**src/rtl/fifo_uart_pkg.sv**
```systemverilog
// Shared types and constants for the FIFO-fed UART transmitter.
// State encoding plus default timing constants.
package fifo_uart_pkg;

  localparam int CLKS_PER_BIT_DEFAULT = 434;
  localparam int FIFO_DATA_WIDTH_DEFAULT = 8;

  typedef enum logic [2:0] {
    IDLE  = 3'd0,
    READ  = 3'd1,
    LOAD  = 3'd2,
    START = 3'd3,
    DATA  = 3'd4,
    STOP  = 3'd5
  } state_t;

  // States in which the line is being timed bit by bit.
  function automatic logic is_timed(input state_t s);
    return (s == START) || (s == DATA) || (s == STOP);
  endfunction

endpackage

```
**src/rtl/uart_baud_gen.sv**
```systemverilog
// Bit-period counter for the UART transmitter.
// Pulses bit_done on the last cycle of each bit.
module uart_baud_gen #(
  parameter int CLKS_PER_BIT = 434
) (
  input  logic clk,
  input  logic reset_n,
  input  logic clear,
  output logic bit_done
);

  localparam int CW = (CLKS_PER_BIT > 2) ? $clog2(CLKS_PER_BIT) : 1;
  localparam logic [CW-1:0] LAST = CW'(CLKS_PER_BIT - 1);

  logic [CW-1:0] cnt;

  assign bit_done = !clear && (cnt == LAST);

  // Count 0..CLKS_PER_BIT-1, held at zero while cleared.
  always_ff @(posedge clk or negedge reset_n) begin
    if (!reset_n) begin
      cnt <= '0;
    end else if (clear || (cnt == LAST)) begin
      cnt <= '0;
    end else begin
      cnt <= cnt + CW'(1);
    end
  end

endmodule

```
**src/rtl/fifo_uart_tx.sv**
```systemverilog
// UART transmitter that pops words from a FIFO.
// One pop per frame; 8N1-style framing, LSB first.
module fifo_uart_tx
  import fifo_uart_pkg::*;
#(
  parameter int FIFO_DATA_WIDTH = FIFO_DATA_WIDTH_DEFAULT,
  parameter int CLKS_PER_BIT    = CLKS_PER_BIT_DEFAULT
) (
  input  logic                       clk,
  input  logic                       reset_n,
  input  logic                       empty,
  output logic                       read,
  input  logic [FIFO_DATA_WIDTH-1:0] read_data,
  output logic                       tx,
  output logic                       busy
);

  localparam int BW = $clog2(FIFO_DATA_WIDTH) + 1;
  localparam logic [BW-1:0] LAST_BIT = BW'(FIFO_DATA_WIDTH - 1);

  state_t                     state;
  logic [FIFO_DATA_WIDTH-1:0] shreg;
  logic [BW-1:0]              bit_cnt;
  logic                       bit_done;
  logic                       baud_clear;

  assign baud_clear = !is_timed(state);

  uart_baud_gen #(
    .CLKS_PER_BIT(CLKS_PER_BIT)
  ) u_baud (
    .clk     (clk),
    .reset_n (reset_n),
    .clear   (baud_clear),
    .bit_done(bit_done)
  );

  // Frame sequencer with registered line, pop and busy outputs.
  always_ff @(posedge clk or negedge reset_n) begin
    if (!reset_n) begin
      state   <= IDLE;
      tx      <= 1'b1;
      read    <= 1'b0;
      busy    <= 1'b0;
      shreg   <= '0;
      bit_cnt <= '0;
    end else begin
      read <= 1'b0;
      unique case (state)
        IDLE: begin
          tx   <= 1'b1;
          busy <= 1'b0;
          if (!empty) begin
            state <= READ;
            read  <= 1'b1;
            busy  <= 1'b1;
          end
        end
        READ: begin
          state <= LOAD;
        end
        LOAD: begin
          shreg   <= read_data;
          bit_cnt <= '0;
          tx      <= 1'b0;
          state   <= START;
        end
        START: begin
          if (bit_done) begin
            tx    <= shreg[0];
            shreg <= shreg >> 1;
            state <= DATA;
          end
        end
        DATA: begin
          if (bit_done) begin
            if (bit_cnt == LAST_BIT) begin
              tx    <= 1'b1;
              state <= STOP;
            end else begin
              tx      <= shreg[0];
              shreg   <= shreg >> 1;
              bit_cnt <= bit_cnt + BW'(1);
            end
          end
        end
        STOP: begin
          if (bit_done) begin
            if (!empty) begin
              state <= READ;
              read  <= 1'b1;
            end else begin
              state <= IDLE;
              busy  <= 1'b0;
            end
          end
        end
        default: begin
          state <= IDLE;
          tx    <= 1'b1;
          busy  <= 1'b0;
        end
      endcase
    end
  end

endmodule

```
**config.mk**
```make
export PLATFORM = sky130hd
export DESIGN_NAME = fifo_uart_tx
export DESIGN_NICKNAME = d
export VERILOG_FILES = /design/src/rtl/fifo_uart_pkg.sv /design/src/rtl/uart_baud_gen.sv /design/src/rtl/fifo_uart_tx.sv
export SDC_FILE = /design/constraint.sdc
export NUM_CORES = 1
export LEC_CHECK = 0
export ABC_AREA = 1
export BUFFER_PORTS_ARGS = -buffer_cell sky130_fd_sc_hd__buf_2
export CORE_MARGIN = 2
export CORE_UTILIZATION = 35
export CTS_CLUSTER_DIAMETER = 100
export DETAILED_ROUTE_END_ITERATION = 10
export GPL_ROUTABILITY_DRIVEN = 0
export MAX_ROUTING_LAYER = met4
export SYNTH_ARGS = -nofsm -noshare
export SYNTH_HDL_FRONTEND = slang
export SYNTH_SLANG_ARGS = --single-unit
export TNS_END_PERCENT = 5
```
**constraint.sdc**
```tcl
create_clock -name clk -period 2.2 [get_ports clk]
set_input_delay 0.33 -clock clk [delete_from_list [all_inputs] [get_ports clk]]
set_output_delay 0.33 -clock clk [all_outputs]
set_load 0.05 [all_outputs]
```
=== After elaboration in Yosys (flattened, before gate mapping) ===
Cells that the tools add are included.
Widths: inputs -> output; s select.

* Logic and storage cells: 65
* Output and inout bits: 3
* Flip-flop bits (word level): 27

* Bitwise operators: 2
* Add/subtract/negate cells: 2
* Reduce and logical (&&, ||, !) cells: 15
* Equality and inequality tests: 14
* Mux-type cells: 25

{| class="wikitable"
|+ Operators by type and width
! operator !! number
|-
| $mux 8 || 3
|-
| $pmux 8 s3 || 1
|-
| $pmux 3 s6 || 1
|-
| $mux 3 || 5
|-
| $ne 2x2->1 const B || 6
|-
| $add 9x1->9 const B || 1
|-
| $eq 9x9->1 const B || 1
|-
| $mux 9 || 1
|-
| $reduce_and 3->1 || 3
|-
| $mux 1 || 8
|-
| $mux 4 || 2
|-
| $pmux 4 s2 || 1
|-
| $eq 3x2->1 const B || 2
|-
| $eq 3x3->1 const B || 2
|-
| $reduce_and 5->1 || 1
|-
| $add 4x1->4 const B || 1
|-
| $eq 4x3->1 const B || 1
|-
| $pmux 1 s4 || 1
|-
| $reduce_and 4->1 || 1
|-
| $reduce_or 4->1 || 1
|-
| $eq 3x1->1 const B || 1
|-
| $logic_not 3->1 || 1
|-
| $logic_or 1x1->1 || 3
|-
| $pmux 1 s3 || 1
|-
| 8 further kinds || 9
|}

=== Depth between registers and ports, before layout ===
Gate-level depths: netlist (run 1).

* Depth after elaboration: 6
* Gate-level depth with buffers: 10
* Gate-level depth less buffers: 10

=== Cells and area by module ===
A second synthesis (run 1) with hierarchy kept.

* Cell total of the unflattened synthesis: 215
* Area total of the unflattened synthesis: 1572.8 µm²

{| class="wikitable"
|+ By module, submodules not included
! module !! instances !! cells an instance !! area each (µm²) !! seq. area each (µm²)
|-
| fifo_uart_tx || 1 || 147 || 1064.8 || 451.7
|-
| uart_baud_gen || 1 || 68 || 508.0 || 225.2
|}

=== Worst setup path before layout (run 1) ===
Ideal clock, no wire load.

* Path kind: register -> register
* Start point: register u_baud.cnt[0]
* End point: register shreg[1]
* Setup time: 115 ps
* Data required time: 2085 ps
* Arrival time: 1162 ps
* Path buffers: 0
* Setup slack: 923 ps
* Stages on the path, launching flop included: 10
* Path through: dfrtp_1 -> ha_1 -> nand2_1 -> nor2_1 -> nand2_2 -> nand2_2 -> nand2_4 -> inv_6 -> nand2_2 -> nand2_2

* Longest elaborated chain between the ends: 4
* Elaborated cells between the ends (all ways): 5
* Those cells by class: 3 x eq/ne; 2 x reduce/logical

{| class="wikitable"
|+ Ends and longest elaborated chain
! element !! line !! RTL
|-
| from (decl) || uart_baud_gen.sv:15 || <nowiki>logic [CW-1:0] cnt;</nowiki>
|-
| from (signal assigned) || uart_baud_gen.sv:26 || <nowiki>cnt <= cnt + CW'(1);</nowiki>
|-
| $eq 9x9->1 * || uart_baud_gen.sv:17 || <nowiki>assign bit_done = !clear && (cnt == LAST);</nowiki>
|-
| $logic_and 1x1->1 * || uart_baud_gen.sv:17 ||
|-
| $ne 2x2->1 (no line) || - ||
|-
| $reduce_and 4->1 (no line) * || - ||
|-
| to (signal assigned) || fifo_uart_tx.sv:63 || <nowiki>shreg <= read_data;</nowiki>
|-
| to (signal assigned) || fifo_uart_tx.sv:71 || <nowiki>shreg <= shreg >> 1;</nowiki>
|-
| to (signal assigned) || fifo_uart_tx.sv:82 || <nowiki>shreg <= shreg >> 1;</nowiki>
|-
| to (decl) || fifo_uart_tx.sv:22 || <nowiki>logic [FIFO_DATA_WIDTH-1:0] shreg;</nowiki>
|}

Mark *: on every way between the ends. The rest lies on a longest branch, timed or not.
A chain may end at the register's enable or synchronous reset.

=== Final worst setup path (run 1) ===
* Start point: register state[1]
* End point: register shreg[2]

* Longest elaborated chain between the ends: 6
* Elaborated cells between the ends (all ways): 13
* Those cells by class: 7 x eq/ne; 1 x mux; 5 x reduce/logical

{| class="wikitable"
|+ Ends and longest elaborated chain
! element !! line !! RTL
|-
| from (decl) || fifo_uart_tx.sv:21 || <nowiki>state_t state;</nowiki>
|-
| from (signal assigned) || fifo_uart_tx.sv:41 || <nowiki>state <= IDLE;</nowiki>
|-
| from (signal assigned) || fifo_uart_tx.sv:54 || <nowiki>state <= READ;</nowiki>
|-
| from (signal assigned) || fifo_uart_tx.sv:60 || <nowiki>state <= LOAD;</nowiki>
|-
| $eq 3x2->1 / $eq 3x3->1 (equally long branches) || fifo_uart_pkg.sv:19, fifo_uart_tx.sv:49 ||
|-
| $logic_or 1x1->1 (2 in a row) || fifo_uart_pkg.sv:19 || <nowiki>return (s == START) || (s == DATA) || (s == STOP);</nowiki>
|-
| $logic_and 1x1->1 || uart_baud_gen.sv:17 ||
|-
| $ne 2x2->1 (no line) || - ||
|-
| $reduce_and 4->1 (no line) || - ||
|}

Several ways; a longest one is shown, not always the timed one.

==> key figures, run 1 <==
Clocking
  • CTS Buf Count: 3
  • Worst skew pair latency: 0.27 ns
  • CTS max path bufs: 2
  • Hold Buf Count CTS: 0
  • Post-CTS resize count: 0
  • H-tree Lvls: 1
  • Postcts setup bufs: 0
  • Clock transition at path regs: 0.09 ns
  • Clk root buf: clkbuf_8
  • CTS tree: built
  • Clock sink count: 27

Floorplanning
  • Initial Util: 35.85%
  • Die X: 70.55 um
  • Total core area: 4324 um2
  • Die Y-Extent: 70.55 um
  • # rows: 24
  • I/O Pins: 14
  • Full die area: 4977 um2

Route
  • WL final: 2885 um
  • DR vias: 1284
  • Iter 0 DRT Violations: 84
  • Detailed-route wire length per cell: 10.65 um
  • Vias per inst: 4.738
  • DRT Pass-1 Iters: 4
  • Drc violations: 0
  • Antenna viol nets, final: 0

Logic synthesis
  • Net Count, Synth: 218
  • Post-Syn Area per Cell: 7.599 um2
  • Synth unique cells: 26
  • Mapped Cells: 204
  • Register area share after synthesis: 43.66%
  • Synth Warn #: 0
  • Mapped cell area: 1550 um2
  • #FFs+latches synth: 27

STA
  • Setup WS post-layout: 0.6917 ns
  • Worst Max-Slew Pin Slew: 0.6141 ns
  • Slew margin rel.: 59.06%
  • Final Hold Viols: 0
  • Period minus WS final: 1.508 ns
  • Hold WS: 0.06446 ns
  • Clock Skews: 0.001730 ns
  • Fmax: 663.0 MHz
  • Setup violators final: 0
  • Max-slew violation count: 0
  • Fin crit share: 68.56%
  • Setup_tns: 0 ns
  • RSZ-0062 raised after global routing: false

Outcome
  • Status: finished clean

Setup path
  • WP data required: 2.37 ns
  • Setup CP Type: reg -> reg
  • R2R Setup Slk: 0.69 ns
  • R2r startpoint: state[1]$_DFFE_PN0P_
  • Critical Path AT: 1.68 ns
  • Critical Path Start: state[1]$_DFFE_PN0P_
  • CP Launch Type: register
  • Cells on worst reg2reg path: 8
  • CP Capture Type: register
  • CP Max Fanout: 14
  • FF-to-FF End: shreg[2]$_DFFE_PN0P_

Global route
  • Total gr overflow: 0
  • Pin count of the biggest net entering global routing: 28
  • Vias in the first global route: 1202
  • GRT Overall Usage: 13.57%
  • Global-route wire length before repair: 5285 um
  • Antenna violations before repair: 0

Final layout
  • Area delta synth->final: 9.846%
  • Finished Cell Area: 1703 um2
  • Commonest non-fill, non-tap cell in the layout: nand2_1
  • Antenna cells: 0
  • Share of cells above drive strength 1: 19.63%
  • # fillers: 467
  • Final net count: 234
  • Most frequent cells in the layout: nand2_1 (66), dfrtp_1 (26), nand3_1 (24)

Power
  • Max VDD drop: 0.5719 mV
  • Lkg Pwr: 0.9009 nW
  • Final Total Pwr: 2.088 mW
  • PD cells: 1226 nW/um2

Placed design
  • Post-DP HPWL: 2167 um
  • Dpl ws: 0.7123 ns
  • Area after DPL: 1658 um2
  • Port-buffer cells: 13

Flow run
  • MaxCap Viol Count: 0

Worst hold path
  • HP Class: in -> async
power by group:
group / internal (mW) / total [mW] / leakage, nW / switching (mW)
registers: 0.650 / 0.779 / 0.354 / 0.129
clock network: 0.130 / 0.279 / 0.0228 / 0.150
logic: 0.326 / 1.03 / 0.524 / 0.704
total: 1.11 / 2.09 / 0.901 / 0.983
final cells by class:
cell class	instances	area [um2]	area share, %
multi-input cells	152	757.0	44.45
clock buffers	4	45.04	2.645
flip-flops and latches	27	676.9	39.75
repair buffers	13	65.06	3.821
well taps	52	65.06	3.821
inverters	23	93.84	5.511
worst max-delay path: stages (launching register included):
cell     delay (ns)
dfrtp_1        0.49
nor2_4         0.19
nand2_4        0.15
nand2_4        0.16
nand2_2        0.10
nand2_4        0.14
inv_6          0.07
nand2_2        0.05
nand2_1        0.04
kinds of logic (layout without fill, tap and decap cells):
| family | after synthesis | after routing | synth area share [%] |
|---|---|---|---|
| buf+inv | 25 | 40 | 7.507 |
| simple gates | 138 | 138 | 42.62 |
| compound gates | 10 | 10 | 3.229 |
| fa+ha+maj | 3 | 3 | 2.422 |
| flops | 27 | 27 | 43.66 |
| xor+xnor | 1 | 1 | 0.5651 |
per-layer routing:
metal,vias to the layer above,wire length [um],track usage (%)
li1,671,-,-
met1,584,1379,18.33
met2,25,1328,20.55
met3,4,137,2.564
met4,0,39,4.822
met5,-,0,-
stage by stage:
step	util, %	cells
global placement	38.34	267
floorplan	-	204
finish	39.38	271
CTS	39.38	271
global route	39.38	271
detailed placement	38.34	267
Yosys cell counts (all sizes together):
library cell   n  area share (%)
xor2           1            0.57
dfrtp         26              42
nor2          22             6.0
nor3           3            0.97
ha             3             2.4
buf            2             1.5
or2            2            0.81
nand2         83              24
inv           23             6.1
a21oi          2            0.65
nand4          1            0.40
nor3b          1            0.48
dfstp          1             1.7
o21ai          8             2.6
nand3         26             9.5
sequential cells by signal, summed over array words and instances, names as in the netlist:
name / cells
u_baud.cnt: 9
busy: 1
shreg: 8
state: 3
read: 1
bit_cnt: 4
tx: 1
how the worst max path moves through the flow:
stage / end / depth (start not counted)
2_1_floorplan: shreg[1]$_DFFE_PN0P_ / 9
3_5_place_dp: shreg[2]$_DFFE_PN0P_ / 8
3_3_place_gp: shreg[1]$_DFFE_PN0P_ / 8
6_report: shreg[2]$_DFFE_PN0P_ / 8
4_1_cts: shreg[2]$_DFFE_PN0P_ / 8
5_1_grt: shreg[3]$_DFFE_PN0P_ / 8
(Power assumes the default switching activity.)
==> run 2: changes to the inputs <==
Clock period 2.2 ns to 1.36 ns, I/O delays scaled along.
==> key figures, run 2 (synthesis gave the netlist of run 1 again) <==
Setup path
  • CP Launch Type: register
  • Setup CP Type: reg -> reg
  • Cells along the critical path: ha_4 > nand2_4 > nor2_4 > nand2_4 > nand2_8 > nand2_8 > clkinv_8 > nand2_2 > nand2_1
  • R2r startpoint: u_baud.cnt[0]$_DFF_PN0_
  • Crit path buffers/inverters: 1
  • WP data required: 1.53 ns
  • Crit-path max cell delay: 0.43 ns
  • CP Max Fanout: 7
  • CP Capture Type: register
  • FF-to-FF End: shreg[2]$_DFFE_PN0P_
  • Cells on worst reg2reg path: 9
  • Slowest cell on crit path: dfrtp_1
  • Critical Path AT: 1.51 ns
  • CP top delay family: simple AND/OR/NAND/NOR gates
  • R2R Setup Slk: 0.03 ns

Final layout
  • Antenna cells: 0
  • Biggest regs: u_baud.cnt (9), shreg (8), bit_cnt (4)
  • Area delta synth->final: 28.17%
  • Final net count: 255
  • Most frequent cells in the layout: nand2_1 (63), dfrtp_1 (24), nand3_1 (22)
  • # fillers: 435
  • Finished Cell Area: 1987 um2
  • Final Util: 45.95%
  • Max FFs per register: 9
  • Reg area: 679.4 um2
  • Share of cells above drive strength 1: 33.33%
  • Reg with most FFs: u_baud.cnt
  • Commonest non-fill, non-tap cell in the layout: nand2_1
  • Area of the multi-input gates: 872.1 um2

Clocking
  • Clock sink count: 27
  • CTS tree: built
  • Worst skew pair latency: 0.27 ns
  • Clock transition at path regs: 0.10 ns
  • Clk root buf: clkbuf_8
  • H-tree Lvls: 1
  • CTS max path bufs: 2
  • CTS Buf Count: 3

STA
  • Clock Skews: 0.006329 ns
  • Worst Max-Slew Pin Slew: 0.6309 ns
  • Hold WS: 0.1623 ns
  • Fin crit share: 98.13%
  • Period minus WS final: 1.335 ns
  • Max-slew violation count: 0
  • Final Hold Viols: 0
  • Slew margin rel.: 57.94%
  • RSZ-0062 raised after global routing: true
  • Setup violators final: 0
  • Fmax: 749.3 MHz
  • Setup_tns: 0 ns

Global route
  • Vias in the first global route: 1199
  • GRT Overall Usage: 13.70%
  • Global-route wire length before repair: 5388 um
  • Pin count of the biggest net entering global routing: 28
  • Antenna violations before repair: 0
  • Total gr overflow: 0

Floorplanning
  • # rows: 24
  • Die X: 70.55 um
  • Die Y-Extent: 70.55 um
  • Full die area: 4977 um2
  • Total core area: 4324 um2
  • I/O Pins: 14
  • Initial Util: 35.85%

Worst hold path
  • HP Class: in -> reg
  • Hold Crit Depth: 3
  • Hold Crit Start: read_data[7]
  • Hold Crit Endpoint: shreg[7]$_DFFE_PN0P_

Route
  • Drc violations: 0
  • Routed wl met3: 71 um
  • Vias per inst: 4.733
  • WL final: 3286 um
  • Antenna viol nets, final: 0
  • WL met2: 1527 um
  • DRT Pass-1 Iters: 4
  • Met1 WL: 1661 um
  • Iter 0 DRT Violations: 93
  • DR vias: 1382
  • Max Used Layer: met4
  • Detailed-route wire length per cell: 11.25 um

Power
  • Max VDD drop: 0.6895 mV
  • Final Total Pwr: 3.985 mW
  • PD cells: 2006 nW/um2
  • Lkg Pwr: 1.039 nW

Placed design
  • Post-DP HPWL: 2254 um
  • Area after DPL: 1778 um2
  • Port-buffer cells: 13

Flow run
  • MaxCap Viol Count: 0

Outcome
  • Status: finished clean
-- run 2: power by group --
group	internal, mW	leakage, nW	switching [mW]
combinational	0.890	0.664	1.39
sequential	1.06	0.352	0.189
clock	0.210	0.0228	0.253
-- run 2: metrics by stage --
step	cells	setup slack [ns]
after global placement	283	-0.001159
after CTS	289	-0.02130
after detailed placement	283	-0.02555
after floorplan	204	0.08306
after global routing	292	-0.07914
final	292	0.02542
-- run 2: final cells by class --
class,instances,area share (%)
tap,52,3.275
multi-input combinational,153,43.89
timing repair buffer,33,11.15
sequential,27,34.19
clock buffer,4,2.267
inverter,23,5.227
-- run 2: timing repair --
action,CTS,global route
gates resized for setup,2,33
buffers inserted,0,3
pin swaps,4,8
setup endpoints to repair,11,22
endpoints found under the hold margin,26,0
hold buffers,1,0
cloned,1,0
-- run 2: worst max path at each step --
stage / start / to / slack, ns / cells past startpoint
finish: u_baud.cnt[0]$_DFF_PN0_ / shreg[2]$_DFFE_PN0P_ / 0.03 / 9
floorplan: u_baud.cnt[0]$_DFF_PN0_ / shreg[1]$_DFFE_PN0P_ / 0.08 / 9
CTS: u_baud.cnt[1]$_DFF_PN0_ / shreg[2]$_DFFE_PN0P_ / -0.02 / 10
global route: u_baud.cnt[0]$_DFF_PN0_ / u_baud.cnt[8]$_DFF_PN0_ / -0.08 / 7
global placement: u_baud.cnt[1]$_DFF_PN0_ / shreg[7]$_DFFE_PN0P_ / -0.001 / 9
detailed placement: u_baud.cnt[1]$_DFF_PN0_ / shreg[7]$_DFFE_PN0P_ / -0.03 / 9
-- run 2: worst min-delay path, delay by kind of cell --
kind	cells	cell delay (ns)
AO/OA/AOI/OAI	1	0.06
buffers and inverters	2	0.13
-- run 2: per-layer routing --
| layer | GRT usage [%] | vias up |
|---|---|---|
| met5 | - | - |
| met4 | 4.403 | 0 |
| met3 | 1.709 | 2 |
| met2 | 20.44 | 12 |
| met1 | 19.55 | 650 |
| li1 | - | 718 |
